## src/rtl/cmd_bus_arbiter.sv

```systemverilog
// Two-source round-robin arbiter for the radio command bus.
// Issues one command at a time, waits for the slave ack or a timeout,
// then holds an idle gap before the next grant.
module cmd_bus_arbiter #(
    parameter int unsigned ACK_TIMEOUT = 1024,
    parameter int unsigned GAP_CYCLES  = 2
) (
    input  logic        clk,
    input  logic        rst,
    input  logic        host_valid,
    output logic        host_ready,
    input  logic [5:0]  host_addr,
    input  logic [31:0] host_data,
    input  logic        loc_valid,
    output logic        loc_ready,
    input  logic [5:0]  loc_addr,
    input  logic [31:0] loc_data,
    output logic [5:0]  cmd_addr,
    output logic [31:0] cmd_data,
    output logic        cmd_rqst,
    input  logic        cmd_ack,
    output logic        busy,
    output logic        grant_loc,
    output logic        to_pulse,
    output logic [7:0]  to_count
);

    localparam int unsigned TW = $clog2(ACK_TIMEOUT);
    localparam int unsigned GW = (GAP_CYCLES > 1) ? $clog2(GAP_CYCLES) : 1;

    typedef enum logic [1:0] {
        IDLE,
        ISSUE,
        WAIT_ACK,
        GAP
    } state_t;

    // With no gap configured the command phase returns straight to IDLE.
    localparam state_t AFTER_CMD = (GAP_CYCLES == 0) ? IDLE : GAP;

    state_t        state, state_nx;
    logic [TW-1:0] to_cnt, to_cnt_nx;
    logic [GW-1:0] gap_cnt, gap_cnt_nx;
    logic          grant_loc_nx;
    logic [5:0]    cmd_addr_nx;
    logic [31:0]   cmd_data_nx;
    logic          to_pulse_nx;
    logic [7:0]    to_count_nx;
    logic          pick_host;
    logic          pick_loc;

    assign busy = (state != IDLE);

    // Next-state, handshake and strobe generation
    always_comb begin
        state_nx     = state;
        to_cnt_nx    = to_cnt;
        gap_cnt_nx   = gap_cnt;
        grant_loc_nx = grant_loc;
        cmd_addr_nx  = cmd_addr;
        cmd_data_nx  = cmd_data;
        to_pulse_nx  = 1'b0;
        to_count_nx  = to_count;
        host_ready   = 1'b0;
        loc_ready    = 1'b0;
        cmd_rqst     = 1'b0;
        // On a tie the source not granted last wins.
        pick_host    = host_valid && (!loc_valid || grant_loc);
        pick_loc     = loc_valid && (!host_valid || !grant_loc);

        case (state)
            IDLE: begin
                host_ready = pick_host && !rst;
                loc_ready  = pick_loc && !rst;
                if (pick_host) begin
                    cmd_addr_nx  = host_addr;
                    cmd_data_nx  = host_data;
                    grant_loc_nx = 1'b0;
                    state_nx     = ISSUE;
                end else if (pick_loc) begin
                    cmd_addr_nx  = loc_addr;
                    cmd_data_nx  = loc_data;
                    grant_loc_nx = 1'b1;
                    state_nx     = ISSUE;
                end
            end
            ISSUE: begin
                cmd_rqst   = !rst;
                to_cnt_nx  = '0;
                gap_cnt_nx = '0;
                state_nx   = cmd_ack ? AFTER_CMD : WAIT_ACK;
            end
            WAIT_ACK: begin
                gap_cnt_nx = '0;
                // An ack on the terminal count takes priority over the timeout.
                if (cmd_ack) begin
                    state_nx = AFTER_CMD;
                end else if (to_cnt == TW'(ACK_TIMEOUT - 1)) begin
                    to_pulse_nx = 1'b1;
                    to_count_nx = (to_count == 8'hFF) ? to_count : to_count + 8'd1;
                    state_nx    = AFTER_CMD;
                end else begin
                    to_cnt_nx = to_cnt + 1'b1;
                end
            end
            GAP: begin
                if (gap_cnt == GW'(GAP_CYCLES - 1)) begin
                    state_nx = IDLE;
                end else begin
                    gap_cnt_nx = gap_cnt + 1'b1;
                end
            end
            default: state_nx = IDLE;
        endcase
    end

    // State and datapath registers with synchronous reset
    always_ff @(posedge clk) begin
        if (rst) begin
            state     <= IDLE;
            to_cnt    <= '0;
            gap_cnt   <= '0;
            grant_loc <= 1'b1;
            cmd_addr  <= '0;
            cmd_data  <= '0;
            to_pulse  <= 1'b0;
            to_count  <= '0;
        end else begin
            state     <= state_nx;
            to_cnt    <= to_cnt_nx;
            gap_cnt   <= gap_cnt_nx;
            grant_loc <= grant_loc_nx;
            cmd_addr  <= cmd_addr_nx;
            cmd_data  <= cmd_data_nx;
            to_pulse  <= to_pulse_nx;
            to_count  <= to_count_nx;
        end
    end

endmodule

```

## config.mk

```make
export PLATFORM = sky130hd
export DESIGN_NAME = cmd_bus_arbiter
export DESIGN_NICKNAME = d
export VERILOG_FILES = /design/src/rtl/cmd_bus_arbiter.sv
export SDC_FILE = /design/constraint.sdc
export NUM_CORES = 1
export LEC_CHECK = 0
export BUFFER_PORTS_ARGS = -buffer_cell sky130_fd_sc_hd__buf_2
export CORE_UTILIZATION = 27
export DETAILED_ROUTE_END_ITERATION = 8
export GPL_TIMING_DRIVEN = 0
export PLACE_DENSITY = 0.58
export SLEW_MARGIN = 10
export SYNTH_ARGS = -nofsm -noshare
export SYNTH_HDL_FRONTEND = slang
export SYNTH_SLANG_ARGS = --single-unit
export TNS_END_PERCENT = 30
```

## constraint.sdc

```tcl
create_clock -name clk -period 2.85 [get_ports clk]
set_input_delay 0.1425 -clock clk [delete_from_list [all_inputs] [get_ports clk]]
set_output_delay 0.1425 -clock clk [all_outputs]
set_load 0.005 [all_outputs]
```

==> impl_metrics.csv, run 1 <==
group,metric,value,unit
status,status,"completed",
global_route,grt_pass1_vias,2663,
critical_path,required,3080,ps
timing,fin_crit,2300,ps
timing,max_freq,434,MHz
cells_and_area,final_area,3930,um2
logic_synthesis,synth_cell_types,41,
pwr,clkPwrFrac,0.239,
logic_synthesis,synth_fa_ha_area_frac,0.0299,
place,placed_area,3750,um2
timing,hold_viol,0,
routing,drt-total-wl,8.14,mm
worst_hold_path,holdCritPathClass,"input pin to flip-flop",
timing,post-route-period-util,0.808,
routing,wl_per_cell,13.5,um
critical_path,startpoint_type,"flip-flop",
critical_path,end_kind,"flip-flop",
routing,antenna_left,0,
global_route,grt_pass1_wl,12.8,mm
logic_synthesis,synthSimpleGateAreaFrac,0.182,
critical_path,crit_fanout,10,
pwr,p_switching,0.00107,W
cells_and_area,final_common_cell,"buf_2",
clocking,clk_pin_slew,70,ps
pwr,powerDensity,748,nW/um2
pwr,power,0.00294,W
timing,worst_hold_slack,143,ps
floorplan,fp.dieH,106,um
critical_path,path_class,"flip-flop to flip-flop",
cells_and_area,diodes,0,
logic_synthesis,yosysWarnings,0,
logic_synthesis,mappedNetlistArea,2930,um2
cells_and_area,drive_gt1_frac,0.346,
global_route,antenna_found_initial,0,
timing,slew_headroom,0.547,
timing,skew,15.6,ps
global_route,use_met3,0.0307,
clocking,cts_tree,"built",
routing,drt-initial-drc-count,96,
floorplan,die_w,106,um
cells_and_area,areaGrowthSynthToFinish,34.3,%
place,place_hpwl,6.18,mm
clocking,cts_setup_buffers,0,
routing,drc_errors,0,
timing,slew_violations,0,
clocking,cts.repair.resized,0,
place,place_congestion,0.826,
logic_synthesis,syn_area_per_cell,9.12,um2
clocking,cts_root_buffer,"clkbuf_8",
pwr,seqPwrFrac,0.393,
clocking,cts_buffer_depth,2,
logic_synthesis,synthMuxAreaShare,0.141,
clocking,cts_sinks,61,
logic_synthesis,synth-compound-area-share,0.188,
global_route,grt_overflow_total,0,
critical_path,r2r_cells,7,
clocking,cts_max_level,3,
critical_path,worst_ep_arrival_time,2530,ps
pwr,p_int,0.00187,W
routing,vias,2945,
logic_synthesis,async_flop_share,0,
pwr,ir_drop,334,uV
clocking,holdBufCountCts,0,
cells_and_area,multi_input_area,1580,um2
timing,finalSetupTns,0,ps
global_route,met1_usage,0.171,
floorplan,io-pin-count,133,
timing,setup_viol,0,
global_route,grtUsageMet2,0.250,
logic_synthesis,syn_nets,409,
logic_synthesis,synth_top_family_by_area,"compound AO/OA/AOI/OAI gates",
routing,vias_per_cell,4.88,
cells_and_area,final_cell_mix,"buf_2 (138), dfxtp_1 (61), nor2_1 (43), mux2i_1 (40), a211oi_1 (39)",
logic_synthesis,synthXorXnorAreaFrac,0,
cells_and_area,regArea,1220,um2
worst_hold_path,min_path_cells,3,
logic_synthesis,syn_inst,321,
routing,drt_first_pass_iters,4,
logic_synthesis,yosysSeqAreaShare,0.417,
pwr,comb_power_share,0.368,
job,max_cap_viol_count,0,
logic_synthesis,ys_ff_latch,61,
global_route,grt_max_degree,11,
pwr,switching_share,0.363,
place,io_buffers,131,
clocking,cts_buffers,9,
cells_and_area,n_fill_cell,1080,
floorplan,die-area,11300,um2
clocking,insertion_delay,350,ps
floorplan,coreArea,10400,um2
global_route,busiest_layer,"met2",
floorplan,rows,37,
logic_synthesis,ys.flop_type,"dfxtp_1",
global_route,grt_usage,0.144,
pwr,power.static_leakage,1.81,nW
floorplan,start_util,0.281,
cells_and_area,nNetsFinal,551,
timing,worst_pin_slew,673,ps
logic_synthesis,synth-edff-count,0,
timing,rsz0062_at_grt,"false",
## worst max-delay path: stages (launching register included)
cell and delay, ps:
dfxtp_1 330, inv_1 140, ha_1 190, buf_2 220, nand4b_1 140, nor4_1 540
nor3b_1 270, mux2_2 350
## per-layer routing
layer	wire (um)	vias to the layer above
li1	-	1478
met1	3620	1368
met2	3900	85
met3	469	14
met4	145	0
met5	0	-
## state kept, by name, summed over array words and instances, names as in the netlist
register and flops:
state 2, cmd_data 32, gap_cnt 1, to_cnt 10, to_pulse 1, to_count 8, cmd_addr 6, grant_loc 1
## power groups by stage
| stage | clock, W | sequential [W] | combinational [W] |
|---|---|---|---|
| global placement | 0 | 0.00117 | 0.00108 |
| global route | 0.000770 | 0.00118 | 0.00122 |
| detailed placement | 0 | 0.00118 | 0.00110 |
| finish | 0.000703 | 0.00116 | 0.00108 |
| floorplan | 0 | 0.00119 | 0.000655 |
| CTS | 0.000735 | 0.00116 | 0.00110 |
## cell families (layout without fill, tap and decap cells)
family / after synthesis / after routing
buf+inv: 29 / 176
mux: 41 / 41
flops: 61 / 61
simple gates: 103 / 103
compound gates: 80 / 80
fa+ha+maj: 7 / 7
## synthesized netlist by cell type, types with 2 or more instances
cell type  number  share of area
a211oi_1       39           0.10
a21oi_1        14          0.024
a311oi_1        3         0.0090
a31o_2          2         0.0060
a31oi_1         7          0.015
and3_1          2         0.0043
and4_1          2         0.0060
buf_1           3         0.0038
buf_2           7          0.012
buf_4           2         0.0051
clkbuf_1       11          0.014
dfxtp_1        61           0.42
ha_1            7          0.030
inv_1           6         0.0077
mux2i_1        40           0.14
nand2_1        10          0.013
nand2b_1        4         0.0085
nand3_1        13          0.022
nand3b_1        3         0.0077
nand4_1         2         0.0043
nand4_2         2         0.0085
nand4b_1        2         0.0060
nor2_1         43          0.055
nor2b_1         4         0.0085
nor3_1          2         0.0034
o211ai_1        2         0.0051
o21ai_0         5         0.0085
o31ai_1         3         0.0077
or3_1           5          0.011
or4_1           4          0.010
## cell type report
type	count	area share
Multi-Input combinational cell	231	0.402
Sequential cell	61	0.311
Timing Repair Buffer	131	0.167
Tap cell	136	0.0433
Clock buffer	12	0.0395
Buffer	23	0.0261
Clock inverter	4	0.00573
Inverter	6	0.00573
## per-stage QoR
step / worst slack [ps] / util / cells
after floorplan: 1070 / - / 321
after global placement: 670 / 0.360 / 588
after detailed placement: 648 / 0.360 / 588
after CTS: 638 / 0.378 / 604
after global routing: 358 / 0.378 / 604
final: 548 / 0.378 / 604
## final timing paths
path / from / slack, ps / end
setup / recovery: state[0] / 550 / to_count[7]
setup reg to reg: state[0] / 550 / to_count[7]
hold / removal: host_addr[5] / 140 / cmd_addr[5]
hold reg to reg: cmd_data[29] / 490 / cmd_data[29]
(Power assumes the default switching activity.)
==> inputs of run 2 (changes only) <==
--- a/config.mk
+++ b/config.mk
@@ -9,7 +9,7 @@
 export CORE_UTILIZATION = 27
 export DETAILED_ROUTE_END_ITERATION = 8
 export GPL_TIMING_DRIVEN = 0
-export PLACE_DENSITY = 0.58
+export PLACE_DENSITY = 0.6
 export SLEW_MARGIN = 10
 export SYNTH_ARGS = -nofsm -noshare
 export SYNTH_HDL_FRONTEND = slang
==> constraint.sdc (replaced) <==
create_clock -name clk -period 2 [get_ports clk]
set_input_delay 0.1 -clock clk [delete_from_list [all_inputs] [get_ports clk]]
set_output_delay 0.1 -clock clk [all_outputs]
set_load 0.005 [all_outputs]
==> run 2 against run 1 <==
Compared with the run above: critical path type unchanged; first-iteration DRC count increased by 2.1%; highest routed layer unchanged; final area increased by 1.7%; largest cell class unchanged; critical path depth unchanged.
==> impl_metrics.csv, run 2 (synthesis results as in run 1) <==
group,metric,value,unit
status,status,"completed",
timing,skew,5.02,ps
critical_path,r2r_cells,7,
cells_and_area,nNetsFinal,553,
routing,vias_per_cell,4.80,
clocking,cts_tree,"built",
critical_path,slowest_stage,"mux2_2",
clocking,holdBufCountCts,0,
worst_hold_path,holdCritPathClass,"input pin to flip-flop",
floorplan,rows,37,
timing,post-route-period-util,0.946,
routing,wl_met3,536,um
timing,fin_crit,1890,ps
place,place_hpwl,6.30,mm
critical_path,crit_fanout,10,
timing,rsz0062_at_grt,"true",
routing,met1_length,3.78,mm
routing,wl_per_cell,14.0,um
routing,wl_met2,4.04,mm
critical_path,end_kind,"flip-flop",
critical_path,ff2ff_setup_slack,110,ps
clocking,cts_buffer_depth,2,
routing,drt_first_pass_iters,4,
cells_and_area,final_cell_mix,"buf_2 (137), dfxtp_1 (61), nor2_1 (42), mux2i_1 (40), a211oi_1 (39)",
timing,hold_viol,0,
timing,slew_headroom,0.628,
floorplan,coreArea,10400,um2
critical_path,critPathMaxStageDelay,350,ps
clocking,cts_max_level,3,
routing,vias,2911,
global_route,grt_usage,0.145,
place,place_congestion,0.816,
timing,max_freq,528,MHz
floorplan,die_w,106,um
routing,drt-total-wl,8.46,mm
cells_and_area,largest_reg_flops,32,
global_route,grt_overflow_total,0,
cells_and_area,areaGrowthSynthToFinish,36.6,%
clocking,cts_root_buffer,"clkbuf_8",
place,io_buffers,131,
routing,drc_errors,0,
cells_and_area,top_register,"cmd_data",
cells_and_area,final_common_cell,"buf_2",
cells_and_area,reg.largest.list,"cmd_data x32, to_cnt x10, to_count x8",
pwr,powerDensity,1070,nW/um2
timing,setup_viol,0,
critical_path,required,2220,ps
critical_path,worst_ep_arrival_time,2120,ps
global_route,grt_max_degree,11,
clocking,clk_pin_slew,70,ps
worst_hold_path,min_path_cells,3,
place,placed_area,3750,um2
job,max_cap_viol_count,0,
worst_hold_path,holdPathEnd,"cmd_data[2]",
clocking,insertion_delay,330,ps
place,placed_cells,588,
routing,top_layer,"met4",
routing,antenna_left,0,
clocking,cts_buffers,9,
clocking,cts_sinks,61,
floorplan,start_util,0.281,
global_route,antenna_found_initial,0,
critical_path,worstReg2RegEnd,"to_count[7]",
critical_path,timing.rr.start,"state[0]",
critical_path,path_cells,"inv_2, ha_2, buf_6, nand4b_1, nor4_4, nor3b_2, mux2_2",
pwr,power.static_leakage,1.85,nW
cells_and_area,final_area,4000,um2
floorplan,io-pin-count,133,
timing,slew_violations,0,
routing,drt-initial-drc-count,98,
critical_path,startpoint_type,"flip-flop",
floorplan,die-area,11300,um2
global_route,grt_pass1_wl,12.9,mm
floorplan,fp.dieH,106,um
cells_and_area,drive_gt1_frac,0.372,
critical_path,path_class,"flip-flop to flip-flop",
cells_and_area,stdcell_count,606,
global_route,grt_pass1_vias,2620,
pwr,ir_drop,452,uV
timing,worst_pin_slew,556,ps
cells_and_area,diodes,0,
worst_hold_path,min-delay-start,"host_data[2]",
[run 2: worst max-delay path: cells and delay by family (launching register included)]
kind | cells | cell delay (ps)
and+or+nand+nor | 3 | 660
buffers and inverters | 2 | 240
muxes | 1 | 350
DFF | 1 | 330
adders and majority gates | 1 | 200
[run 2: area by class of cell]
type | instances | area, um2
well taps | 136 | 170
fillers | 1090 | 6420
inverters | 6 | 22.5
multi-input cells | 231 | 1620
clock buffers | 12 | 155
clock inverters | 4 | 22.5
plain buffers | 23 | 119
repair buffers | 133 | 671
flip-flops and latches | 61 | 1220
[run 2: metal layers]
metal | vias to the layer above | global-route usage
met5 | - | 0
met4 | 0 | 0.0506
met3 | 13 | 0.0307
met2 | 105 | 0.246
met1 | 1313 | 0.182
li1 | 1480 | -
[run 2: how the worst max path moves through the flow]
| stage | cells after the start | end | startpoint | slack [ps] |
|---|---|---|---|---|
| CTS | 7 | to_count[7] | state[0] | 10 |
| floorplan | 7 | to_count[7] | state[0] | 220 |
| detailed placement | 7 | cmd_data[1] | state[0] | -210 |
| global route | 8 | cmd_addr[4] | state[1] | -6 |
| global placement | 7 | cmd_data[1] | state[0] | -180 |
| finish | 7 | to_count[7] | state[0] | 110 |
[run 2: stage by stage]
| step | utilization | power (W) | TNS (ps) | hold WS (ps) | worst slack (ps) |
|---|---|---|---|---|---|
| 2_1_floorplan | - | 0.00263 | 0 | 289 | 225 |
| 3_5_place_dp | 0.360 | 0.00326 | -5420 | 439 | -209 |
| 4_1_cts | 0.382 | 0.00432 | 0 | 81.6 | 13.9 |
| 3_3_place_gp | 0.360 | 0.00322 | -4590 | 437 | -183 |
| 6_report | 0.384 | 0.00427 | 0 | 99.0 | 108 |
| 5_1_grt | 0.384 | 0.00460 | -8.45 | 97.8 | -5.60 |
[run 2: report_power, final]
group,switching (W),internal (W)
Clock,0.000486,0.000511
Sequential,0.000140,0.00150
Combinational,0.000925,0.000708
[run 2: timing repair]
action	in CTS	in global routing
resized for setup	10	8
pin swaps	1	1
endpoints found under the setup margin	31	35
buffers inserted	2	0
==> inputs of run 3 (changes only) <==
--- a/config.mk
+++ b/config.mk
@@ -10,6 +10,7 @@
 export DETAILED_ROUTE_END_ITERATION = 8
 export GPL_TIMING_DRIVEN = 0
 export PLACE_DENSITY = 0.6
+export SETUP_SLACK_MARGIN = 0.4
 export SLEW_MARGIN = 10
 export SYNTH_ARGS = -nofsm -noshare
 export SYNTH_HDL_FRONTEND = slang
==> run 3 against run 2 <==
Compared with the run above: clock-buffer cell count grew 2; non-clock buffer count rose by 14; fmax increased by 7.4%; sequential cell count stayed put; power rose by 16%; via count grew 4.3%; largest cell class unchanged.
==> impl_metrics.csv, run 3 (synthesis results as in run 1) <==
group,metric,value,unit
timing,fin_crit,1760,ps
job,max_cap_viol_count,0,
global_route,grt_pass1_wl,13.2,mm
floorplan,fp.dieH,106,um
cells_and_area,final_cell_mix,"buf_2 (136), dfxtp_1 (54), mux2i_1 (40), nor2_1 (39), a211oi_1 (35)",
critical_path,startpoint_type,"flip-flop",
worst_hold_path,holdCritPathClass,"input pin to flip-flop",
cells_and_area,drive_gt1_frac,0.465,
timing,worst_pin_slew,627,ps
routing,vias,3035,
routing,drt-total-wl,8.96,mm
routing,drc_errors,0,
floorplan,coreArea,10400,um2
timing,finalSetupTns,0,ps
timing,hold_viol,0,
place,place_congestion,0.839,
status,status,"completed",
critical_path,worst_ep_arrival_time,1980,ps
pwr,comb_power_share,0.415,
global_route,grt_pass1_vias,2755,
cells_and_area,largest_reg_flops,32,
place,placed_area,3790,um2
place,place_ws,-67.3,ps
cells_and_area,final_common_cell,"buf_2",
timing,slew_violations,0,
critical_path,end_kind,"flip-flop",
critical_path,crit_fanout,3,
global_route,grt_overflow_total,0,
critical_path,path_class,"flip-flop to flip-flop",
critical_path,slowest_stage,"dfxtp_4",
routing,antenna_left,0,
timing,skew,11.0,ps
cells_and_area,diodes,0,
clocking,cts_max_level,3,
floorplan,rows,37,
timing,slew_headroom,0.582,
pwr,powerDensity,1110,nW/um2
clocking,cts_buffer_depth,2,
timing,setup_viol,0,
floorplan,die-area,11300,um2
clocking,cts_tree,"built",
timing,fin_ws,238,ps
pwr,clkPwrFrac,0.247,
place,io_buffers,131,
clocking,cts_buffers,9,
cells_and_area,reg.largest.list,"cmd_data x32, to_cnt x10, to_count x8",
clocking,clk_pin_slew,70,ps
global_route,grt_usage,0.148,
clocking,cts_root_buffer,"clkbuf_8",
cells_and_area,final_area,4460,um2
critical_path,path_cells,"inv_4, ha_4, buf_6, nand4b_1, nor4_4, nor3b_2, mux2_4",
routing,wl_per_cell,14.4,um
clocking,holdBufCountCts,0,
timing,worst_hold_slack,99.9,ps
floorplan,start_util,0.281,
routing,drt-initial-drc-count,83,
cells_and_area,areaGrowthSynthToFinish,52.3,%
routing,drt_first_pass_iters,4,
cells_and_area,top_register,"cmd_data",
timing,max_freq,568,MHz
critical_path,required,2220,ps
global_route,grt_max_degree,11,
global_route,antenna_found_initial,0,
floorplan,die_w,106,um
pwr,seqPwrFrac,0.338,
clocking,insertion_delay,340,ps
pwr,switching_share,0.340,
clocking,cts_sinks,61,
timing,post-route-period-util,0.881,
cells_and_area,nNetsFinal,567,
floorplan,io-pin-count,133,
place,place_hpwl,6.24,mm
critical_path,critPathMaxStageDelay,350,ps
timing,rsz0062_at_grt,"true",
routing,vias_per_cell,4.90,
pwr,p_int,0.00328,W
pwr,p_switching,0.00169,W
cells_and_area,utilization,0.428,
pwr,power.static_leakage,2.01,nW
pwr,ir_drop,511,uV
-- run 3: cell count changes in the layout (fill, tap and decap cells not counted), moves of 5 or more --
cell,before,now
buf_6,1,6
dfxtp_4,0,6
buf_4,5,13
dfxtp_1,61,54
-- run 3: repair_timing --
item / in CTS / in global routing
pin swaps: 3 / 10
cloned: 0 / 1
resized for setup: 29 / 54
buffers inserted: 6 / 9
endpoints found under the setup margin: 55 / 59
-- run 3: final cells by class --
type	instances	area, um2
inverters	6	28.8
repair buffers	147	807
flip-flops and latches	61	1240
clock buffers	14	193
plain buffers	23	173
fillers	1022	5950
clock inverters	2	37.5
multi-input cells	231	1810
well taps	136	170
-- run 3: power groups by stage --
stage / combinational [W] / sequential [W] / clock, W
2_1_floorplan: 0.000967 / 0.00170 / 0
3_3_place_gp: 0.00158 / 0.00168 / 0
3_5_place_dp: 0.00161 / 0.00169 / 0
4_1_cts: 0.00177 / 0.00167 / 0.00127
5_1_grt: 0.00227 / 0.00171 / 0.00133
6_report: 0.00206 / 0.00168 / 0.00123
-- run 3: per-layer routing --
layer	track usage	share of wire	vias up
li1	-	-	1512
met1	0.178	0.43	1428
met2	0.255	0.52	90
met3	0.0380	0.049	5
met4	0.0496	0.0057	0
met5	0	0	-
-- run 3: critical path: cells and delay by family (launching register included) --
| kind | cells | cell delay (ps) |
|---|---|---|
| muxes | 1 | 310 |
| adders and majority gates | 1 | 140 |
| and+or+nand+nor | 3 | 680 |
| DFF | 1 | 350 |
| buffers and inverters | 2 | 170 |
-- run 3: path summary, 6_finish.rpt --
check             slack (ps)  depth (start not counted)           end     startpoint
setup reg to reg         240                          7   to_count[7]       state[0]
hold reg to reg          490                          2   cmd_data[8]    cmd_data[8]
setup / recovery         240                          7   to_count[7]       state[0]
hold / removal           100                          3  cmd_data[20]  host_data[20]
-- run 3: through the flow --
stage          std cells  total power (W)
6_report             620          0.00496
5_1_grt              620          0.00532
4_1_cts              610          0.00471
3_5_place_dp         588          0.00329
3_3_place_gp         588          0.00325
2_1_floorplan        321          0.00267
